File: src/rtl/parity_engine_if.sv
// Stream bundle between the parity engine and its neighbours: input word side and result side.
// Pure wiring, no latency of its own.
// Backpressure is carried by InReady (toward upstream) and OutReady (from downstream).
interface parity_engine_if #(
  parameter int DATA_WIDTH = 8
);
  logic                  InValid;
  logic                  InReady;
  logic [DATA_WIDTH-1:0] RegIn;
  logic                  ParityIn;
  logic [1:0]            ParityType;
  logic                  ModeCheck;
  logic                  OutValid;
  logic                  OutReady;
  logic                  ParityOut;
  logic                  ParityErr;

  // Side that feeds words in and consumes results.
  modport master (
    output InValid, RegIn, ParityIn, ParityType, ModeCheck, OutReady,
    input  InReady, OutValid, ParityOut, ParityErr
  );

  // The engine itself.
  modport slave (
    input  InValid, RegIn, ParityIn, ParityType, ModeCheck, OutReady,
    output InReady, OutValid, ParityOut, ParityErr
  );
endinterface

File: src/rtl/parity_engine.sv
// UART parity generator/checker with a saturating error counter (compiled in when PARITY_ERRCNT_EN is defined).
// One cycle latency: a word accepted at edge N shows its result after edge N.
// Single-entry result register; InReady = ~OutValid | OutReady, so full throughput while drained.
module parity_engine #(
  parameter int DATA_WIDTH    = 8,
  parameter int ERR_CNT_WIDTH = 8
) (
  input  logic                     Clock,
  input  logic                     ResetN,
  parity_engine_if.slave           bus,
  input  logic                     ErrClear,
  output logic [ERR_CNT_WIDTH-1:0] ErrCount
);

  typedef struct packed {
    logic parityErr;
    logic parityOut;
  } resultT;

  logic [DATA_WIDTH-1:0] frame;
  logic                  rawParity;
  logic                  parityEnabled;
  logic                  expParity;
  logic                  inReady;
  logic                  accept;
  logic                  outValidQ;
  resultT                resultD;
  resultT                resultQ;

  assign frame = bus.RegIn;

  // The register only frees up when it is empty or being drained this cycle.
  assign inReady     = ~outValidQ | bus.OutReady;
  assign accept      = bus.InValid & inReady;
  assign bus.InReady = inReady;

  // Expected parity and mismatch for the word currently presented at the input.
  always_comb begin
    rawParity     = ^frame;
    parityEnabled = (bus.ParityType == 2'b01) || (bus.ParityType == 2'b10);
    // Even uses the raw XOR; odd and both no-parity codes output the odd value.
    expParity     = (bus.ParityType == 2'b10) ? rawParity : ~rawParity;
    resultD           = '0;
    resultD.parityOut = expParity;
    resultD.parityErr = bus.ModeCheck & parityEnabled & (bus.ParityIn ^ expParity);
  end

  // Result register: load on accept, clear valid on a drain, otherwise hold.
  always_ff @(posedge Clock or negedge ResetN) begin
    if (!ResetN) begin
      outValidQ <= 1'b0;
      resultQ   <= '0;
    end else if (accept) begin
      outValidQ <= 1'b1;
      resultQ   <= resultD;
    end else if (bus.OutReady) begin
      outValidQ <= 1'b0;
    end
  end

  assign bus.OutValid  = outValidQ;
  assign bus.ParityOut = resultQ.parityOut;
  assign bus.ParityErr = resultQ.parityErr;

`ifdef PARITY_ERRCNT_EN
  localparam logic [ERR_CNT_WIDTH-1:0] ErrCntMax = '1;

  logic [ERR_CNT_WIDTH-1:0] errCountQ;

  // Saturating error count; clear wins over a same-edge erroring accept.
  always_ff @(posedge Clock or negedge ResetN) begin
    if (!ResetN) begin
      errCountQ <= '0;
    end else if (ErrClear) begin
      errCountQ <= '0;
    end else if (accept && resultD.parityErr && (errCountQ != ErrCntMax)) begin
      errCountQ <= errCountQ + 1'b1;
    end
  end

  assign ErrCount = errCountQ;
`else
  logic unusedErrClear;

  // Counter not built: the clear input has nothing to act on.
  assign unusedErrClear = ErrClear;
  assign ErrCount       = '0;
`endif

endmodule

File: src/flat_wrapper.sv
// flat-port wrapper written by rule: the top's interface ports become plain ports
module parity_engine_flat 
#(
  parameter int DATA_WIDTH    = 8,
  parameter int ERR_CNT_WIDTH = 8
)
  (Clock, ResetN, ErrClear, ErrCount, bus_InValid, bus_RegIn, bus_ParityIn, bus_ParityType, bus_ModeCheck, bus_OutReady, bus_InReady, bus_OutValid, bus_ParityOut, bus_ParityErr);
  parity_engine_if #(.DATA_WIDTH(DATA_WIDTH)) bus_i ();
  input  logic Clock;
  input  logic ResetN;
  input  logic ErrClear;
  output logic [ERR_CNT_WIDTH-1:0] ErrCount;
  input wire logic [$bits(bus_i.InValid)-1:0] bus_InValid;
  input wire logic [$bits(bus_i.RegIn)-1:0] bus_RegIn;
  input wire logic [$bits(bus_i.ParityIn)-1:0] bus_ParityIn;
  input wire logic [$bits(bus_i.ParityType)-1:0] bus_ParityType;
  input wire logic [$bits(bus_i.ModeCheck)-1:0] bus_ModeCheck;
  input wire logic [$bits(bus_i.OutReady)-1:0] bus_OutReady;
  output wire logic [$bits(bus_i.InReady)-1:0] bus_InReady;
  output wire logic [$bits(bus_i.OutValid)-1:0] bus_OutValid;
  output wire logic [$bits(bus_i.ParityOut)-1:0] bus_ParityOut;
  output wire logic [$bits(bus_i.ParityErr)-1:0] bus_ParityErr;
  assign bus_i.InValid = bus_InValid;
  assign bus_i.RegIn = bus_RegIn;
  assign bus_i.ParityIn = bus_ParityIn;
  assign bus_i.ParityType = bus_ParityType;
  assign bus_i.ModeCheck = bus_ModeCheck;
  assign bus_i.OutReady = bus_OutReady;
  assign bus_InReady = bus_i.InReady;
  assign bus_OutValid = bus_i.OutValid;
  assign bus_ParityOut = bus_i.ParityOut;
  assign bus_ParityErr = bus_i.ParityErr;
  parity_engine #(.DATA_WIDTH(DATA_WIDTH), .ERR_CNT_WIDTH(ERR_CNT_WIDTH)) u_core (.Clock(Clock), .ResetN(ResetN), .bus(bus_i), .ErrClear(ErrClear), .ErrCount(ErrCount));
endmodule
File: config.mk
export PLATFORM = sky130hd
export DESIGN_NAME = parity_engine_flat
export DESIGN_NICKNAME = d
export VERILOG_FILES = /design/src/rtl/parity_engine_if.sv /design/src/rtl/parity_engine.sv /design/src/flat_wrapper.sv
export SDC_FILE = /design/constraint.sdc
export NUM_CORES = 1
export LEC_CHECK = 0
export CELL_PAD_IN_SITES_DETAIL_PLACEMENT = 1
export CELL_PAD_IN_SITES_GLOBAL_PLACEMENT = 1
export CORE_MARGIN = 2
export CORE_UTILIZATION = 18
export CTS_CLUSTER_DIAMETER = 50
export DETAILED_ROUTE_END_ITERATION = 7
export GPL_ROUTABILITY_DRIVEN = 1
export MAX_ROUTING_LAYER = met4
export PLACE_DENSITY_LB_ADDON = 0.1
export RECOVER_POWER = 100
export SLEW_MARGIN = 25
export SYNTH_ARGS = -nofsm -noshare
export SYNTH_HDL_FRONTEND = slang
export SYNTH_SLANG_ARGS = --single-unit
File: constraint.sdc
create_clock -name Clock -period 1.25 [get_ports Clock]
set_clock_uncertainty 0.1 [all_clocks]
set_input_delay 0.375 -clock Clock [delete_from_list [all_inputs] [get_ports Clock]]
set_output_delay 0.375 -clock Clock [all_outputs]
set_load 0.05 [all_outputs]
Word level (Yosys, flattened, before mapping):

Index checks and enable logic that the tools add are counted.

* equality and inequality tests: 2
* muxes and demuxes: 3
* bitwise logic cells: 7
* reduce and logical (&&, ||, !) cells: 3

Operator list (number)
* $reduce_xor 8->1: 1
* $and 1x1->1: 3
* $mux 1: 3
* $eq 2x1->1 const B: 1
* $eq 2x2->1 const B: 1
* $not 1->1: 2
* $reduce_bool 2->1: 1
* $logic_or 1x1->1: 1
* $or 1x1->1: 1
* $xor 1x1->1: 1

* register bits after elaboration: 3
* input bits: 17
* output and inout bits: 12
* logic and storage cells: 18

Longest topological paths before layout:

* depth after elaboration: 5
* depth in mapped cells: 6
* depth with buffers taken out: 6

Worst setup path after synthesis:

Ideal clock, no wire load.

* path kind: register to register
* start point: register u_core.outValidQ (netlist: u_core.bus.OutValid)
* end point: register u_core.resultQ (netlist bit u_core.bus.ParityErr)
* library setup time: 121 ps
* arrival time: 1524 ps
* required time: 1029 ps
* slack: -495 ps
* cell stages (with the launch flop): 5
* buffers on the path: 0
* clock period less this slack: 1745 ps
* cell sequence: dfrtp_1 > nand2b_1 > nand2_1 > nor3b_1 > a22o_1

* longest elaborated chain between the ends: 3

RTL lines
* start, declared: line parity_engine.sv:26 `logic outValidQ;`
* start signal, assigned: line parity_engine.sv:51 `outValidQ <= 1'b0;`
* start signal, assigned: line parity_engine.sv:54 `outValidQ <= 1'b1;`
* start signal, assigned: line parity_engine.sv:57 `outValidQ <= 1'b0;`
* $not 1->1: line parity_engine.sv:33 `assign inReady = ~outValidQ | bus.OutReady;`
* $or 1x1->1: line parity_engine.sv:33
* named net bus_InReady: line flat_wrapper.sv:19 `output wire logic [$bits(bus_i.InReady)-1:0] bus_InReady;`
* $and 1x1->1: line parity_engine.sv:34 `assign accept = bus.InValid & inReady;`
* end signal, assigned: line parity_engine.sv:55 `resultQ <= resultD;`
* end, declared: line parity_engine.sv:28 `resultT resultQ;`

The timed path passes the listed nets, and every way through them passes these cells.
A chain may end at the register's enable or synchronous reset.

Final worst setup path:

* start point: input port bus_RegIn[2]
* end point: register u_core.resultQ (netlist bit u_core.bus.ParityErr)

* longest elaborated chain between the ends: 5

RTL lines
* start, declared: line flat_wrapper.sv:14 `input wire logic [$bits(bus_i.RegIn)-1:0] bus_RegIn;`
* $reduce_xor 8->1 *: line parity_engine.sv:39 `rawParity = ^frame;`
* $not 1->1: line parity_engine.sv:42 `expParity = (bus.ParityType == 2'b10) ? rawParity : ~rawParity;`
* $mux 1 *: line parity_engine.sv:42
* $xor 1x1->1 *: line parity_engine.sv:45 `resultD.parityErr = bus.ModeCheck & parityEnabled & (bus.ParityIn ^ expParity);`
* $and 1x1->1 *: line parity_engine.sv:45

Every way passes the cells marked *; elsewhere a longest branch is shown, timed or not.

==> results.yml <==
setup_path:
  critical_path.startpoint_type: "input port"
  cp.arrival_ns: 1.48
  cp.required_ns: 1.27
  worstSetupPathType: "input port to register"
  path_max_fanout: 2
  critical_path.endpoint_type: "register"
sta:
  setup_repair_after_global_routing_missed_its_margin: "true"
  setup_total_negative_slack_ns: -0.527
  final.setup.worst_slack_ns: -0.208
  setup-violations-final: 6
  timing.fmax_ghz: 0.686
  min_period_ns: 1.46
  timing.final.max_slew_violations: 0
  report.final.hold_viol_count: 0
  period_share_pct: 117
drt:
  route.vias.total: 290
  detail_route.iter0.violations: 3
  route.detailed.wl_per_inst_um: 11.5
  first_pass_iters: 4
  drt-vias-per-instance: 3.92
  drc_errors: 0
  antenna_violating_nets_post_route: 0
  drt-total-wl_um: 851
layout:
  post_route_cells_drive_above_1_share_pct: 53.4
  nFillCells: 176
  syn_to_final_growth_pct: 116
  fin_nets: 77
  antenna_cells_inserted: 0
yosys:
  ys_seq_elements: 3
  netlist_top_cells_area: "sky130_fd_sc_hd__dfrtp_1 (25%), sky130_fd_sc_hd__buf_4 (20%), sky130_fd_sc_hd__xnor2_1 (15%), sky130_fd_sc_hd__xor3_1 (8.1%), sky130_fd_sc_hd__xnor3_1 (7.6%)"
  synth_top_area_share_pct: 25.4
  synth-seq-area-share_pct: 25.4
  synth.most_common_cell: "sky130_fd_sc_hd__buf_4"
  synth_area_leader_cell: "sky130_fd_sc_hd__dfrtp_1"
  mappedNetlistArea_um2: 295
  synth_cell_type_count: 14
  dominantRegCellSynth: "sky130_fd_sc_hd__dfrtp_1"
  synth_commonest_cells: "sky130_fd_sc_hd__buf_4 (8), sky130_fd_sc_hd__xnor2_1 (5), sky130_fd_sc_hd__dfrtp_1 (3)"
  postSynthAreaPerCell_um2: 10.2
  synthCells: 29
  async_set_or_reset_register_ratio_after_synthesis_pct: 100
  synth_warnings: 0
  synth_enable_flop_cells: 0
grt:
  globalRouteTotalUtil_pct: 9.83
  grt_antenna_before_repair: 0
  vias_in_the_first_global_route: 296
  grt_max_degree: 4
  grt_first_pass_wirelength_mm: 1.25
  overflow: 0
power:
  static-leakage-power_nw: 0.334
  p_per_area_nw_per_um2: 1240
  power.clock.fraction_pct: 21.8
  total_switching_power_mw: 0.297
  comb_power_share_pct: 60.5
  totalPowerFinal_mw: 0.791
  internal_power_mw: 0.494
  power.switching_fraction_pct: 37.5
  worst_ir_drop_vdd_mv: 0.392
  sequentialPowerShare_pct: 17.7
flow_run:
  max_cap_viol_count: 0
status:
  violations: "setup timing"
  run_status: "finished with violations"
clock_network:
  cts_max_level: 1
  hold_buffers: 0
  clk_pin_slew_worst_paths_ns: 0.04
  cts_num_sinks: 3
  clock_path_buffers: 2
  cts_tree: "built"
  clkLatencyLatePin_ns: 0.24
  clock-root-buffer: "sky130_fd_sc_hd__clkbuf_4"
  numCtsBuffers: 3
die:
  dieHeight_um: 44.5
  initial_core_utilization_pct: 19.4
  placementRows: 14
  die_w_um: 44.5
  core_area_um2: 1520
  die_area_um2: 1980
  io-pin-count: 29
placement:
  pre_cts_ws_ns: -0.872
  placement.io_buffers: 19
  gp_congestion: 0.657
worst_hold_path:
  hold_class: "input port to async pin"
-- what timing repair did --
item	in CTS	in global routing
buffers inserted	4	1
gates cloned	0	0
resized for setup	22	17
pin swaps	11	7
setup endpoints to repair	6	6
-- through the flow --
| step | utilization (%) | cells | hold slack (ns) | instance area [µm²] |
|---|---|---|---|---|
| 6_report | 41.8 | 74 | 0.293 | 637 |
| 5_1_grt | 41.8 | 74 | 0.304 | 637 |
| 4_1_cts | 40.8 | 73 | 0.224 | 622 |
| 3_5_place_dp | 36.9 | 66 | 0.441 | 563 |
| 3_3_place_gp | 36.9 | 66 | 0.444 | 563 |
| 2_1_floorplan | - | 36 | -0.0206 | 350 |
-- per-layer routing --
layer | wire (µm) | GRT usage (%) | share of wire [%] | up-vias
met5 | 0 | - | 0 | -
met2 | 498 | 17.1 | 59 | 18
met1 | 231 | 7.90 | 27 | 134
li1 | - | - | - | 134
met4 | 36 | 10.9 | 4.2 | 0
met3 | 84 | 2.04 | 9.9 | 4
-- layout make-up --
class | count | area [µm²] | area share (%)
Multi-Input combinational cell | 24 | 240 | 37.7
Clock buffer | 4 | 26.3 | 4.13
Inverter | 1 | 3.75 | 0.589
Sequential cell | 3 | 76.3 | 12.0
Timing Repair Buffer | 26 | 270 | 42.4
Tap cell | 16 | 20.0 | 3.14
-- state kept, by name, indices dropped and copies added, names as in the netlist --
register / flops
u_core.bus.OutValid: 1
u_core.bus.ParityErr: 1
u_core.bus.ParityOut: 1
-- worst max-delay path, stage by stage --
cell and delay [ns]:
sky130_fd_sc_hd__buf_6 0.09, sky130_fd_sc_hd__xor2_1 0.14, sky130_fd_sc_hd__xnor3_1 0.41, sky130_fd_sc_hd__xor3_1 0.25, sky130_fd_sc_hd__a22o_1 0.21
-- cell usage in the layout, fill, tap and decap left out, drive strengths merged --
cell / netlist / routed
buf: 8 / 15
conb: 1 / 8
clkbuf: 0 / 8
xnor2: 5 / 5
clkdlybuf4s50: 0 / 3
dfrtp: 3 / 3
nand2: 2 / 2
clkdlybuf4s15: 0 / 2
nand2b: 2 / 2
inv: 1 / 1
xor2: 1 / 1
xnor3: 1 / 1
o21ai: 1 / 1
nor3b: 1 / 1
xor3: 1 / 1
a22o: 1 / 1
ha: 1 / 1
dlymetal6s2s: 0 / 1
dlygate4sd3: 0 / 1
-- kinds of logic (layout without fill, tap and decap cells) --
group           after synthesis  in the layout  share of synthesized area [%]
fa+ha+maj                     1              1                           4.24
flops                         3              3                           25.4
xor+xnor                      8              8                           33.5
buf+inv                       9             31                           21.6
simple gates                  5              5                           9.32
compound gates                2              2                           4.66
other cells                   1              8                           1.27
-- final timing paths --
check	startpoint	endpoint	slack, ns	cells after the start
max in group asynchronous	ResetN	u_core.bus.OutValid	0.58	1
max reg2reg	u_core.bus.OutValid	u_core.bus.ParityErr	-0.01	5
min reg2reg	u_core.bus.ParityOut	u_core.bus.ParityOut	0.54	3
max	bus_RegIn[2]	u_core.bus.ParityErr	-0.21	5
min	ResetN	u_core.bus.ParityOut	0.29	1
min in group Clock	bus_ParityType[1]	u_core.bus.ParityErr	0.49	4
-- power by group through the flow --
stage               logic (mW)  clock network [mW]  registers (mW)
CTS                      0.476               0.177           0.140
detailed placement       0.426                   0           0.144
global placement         0.420                   0           0.142
finish                   0.479               0.172           0.140
floorplan                0.187                   0           0.200
global route             0.501               0.185           0.141
No activity file was read; power rests on OpenSTA's default activity.
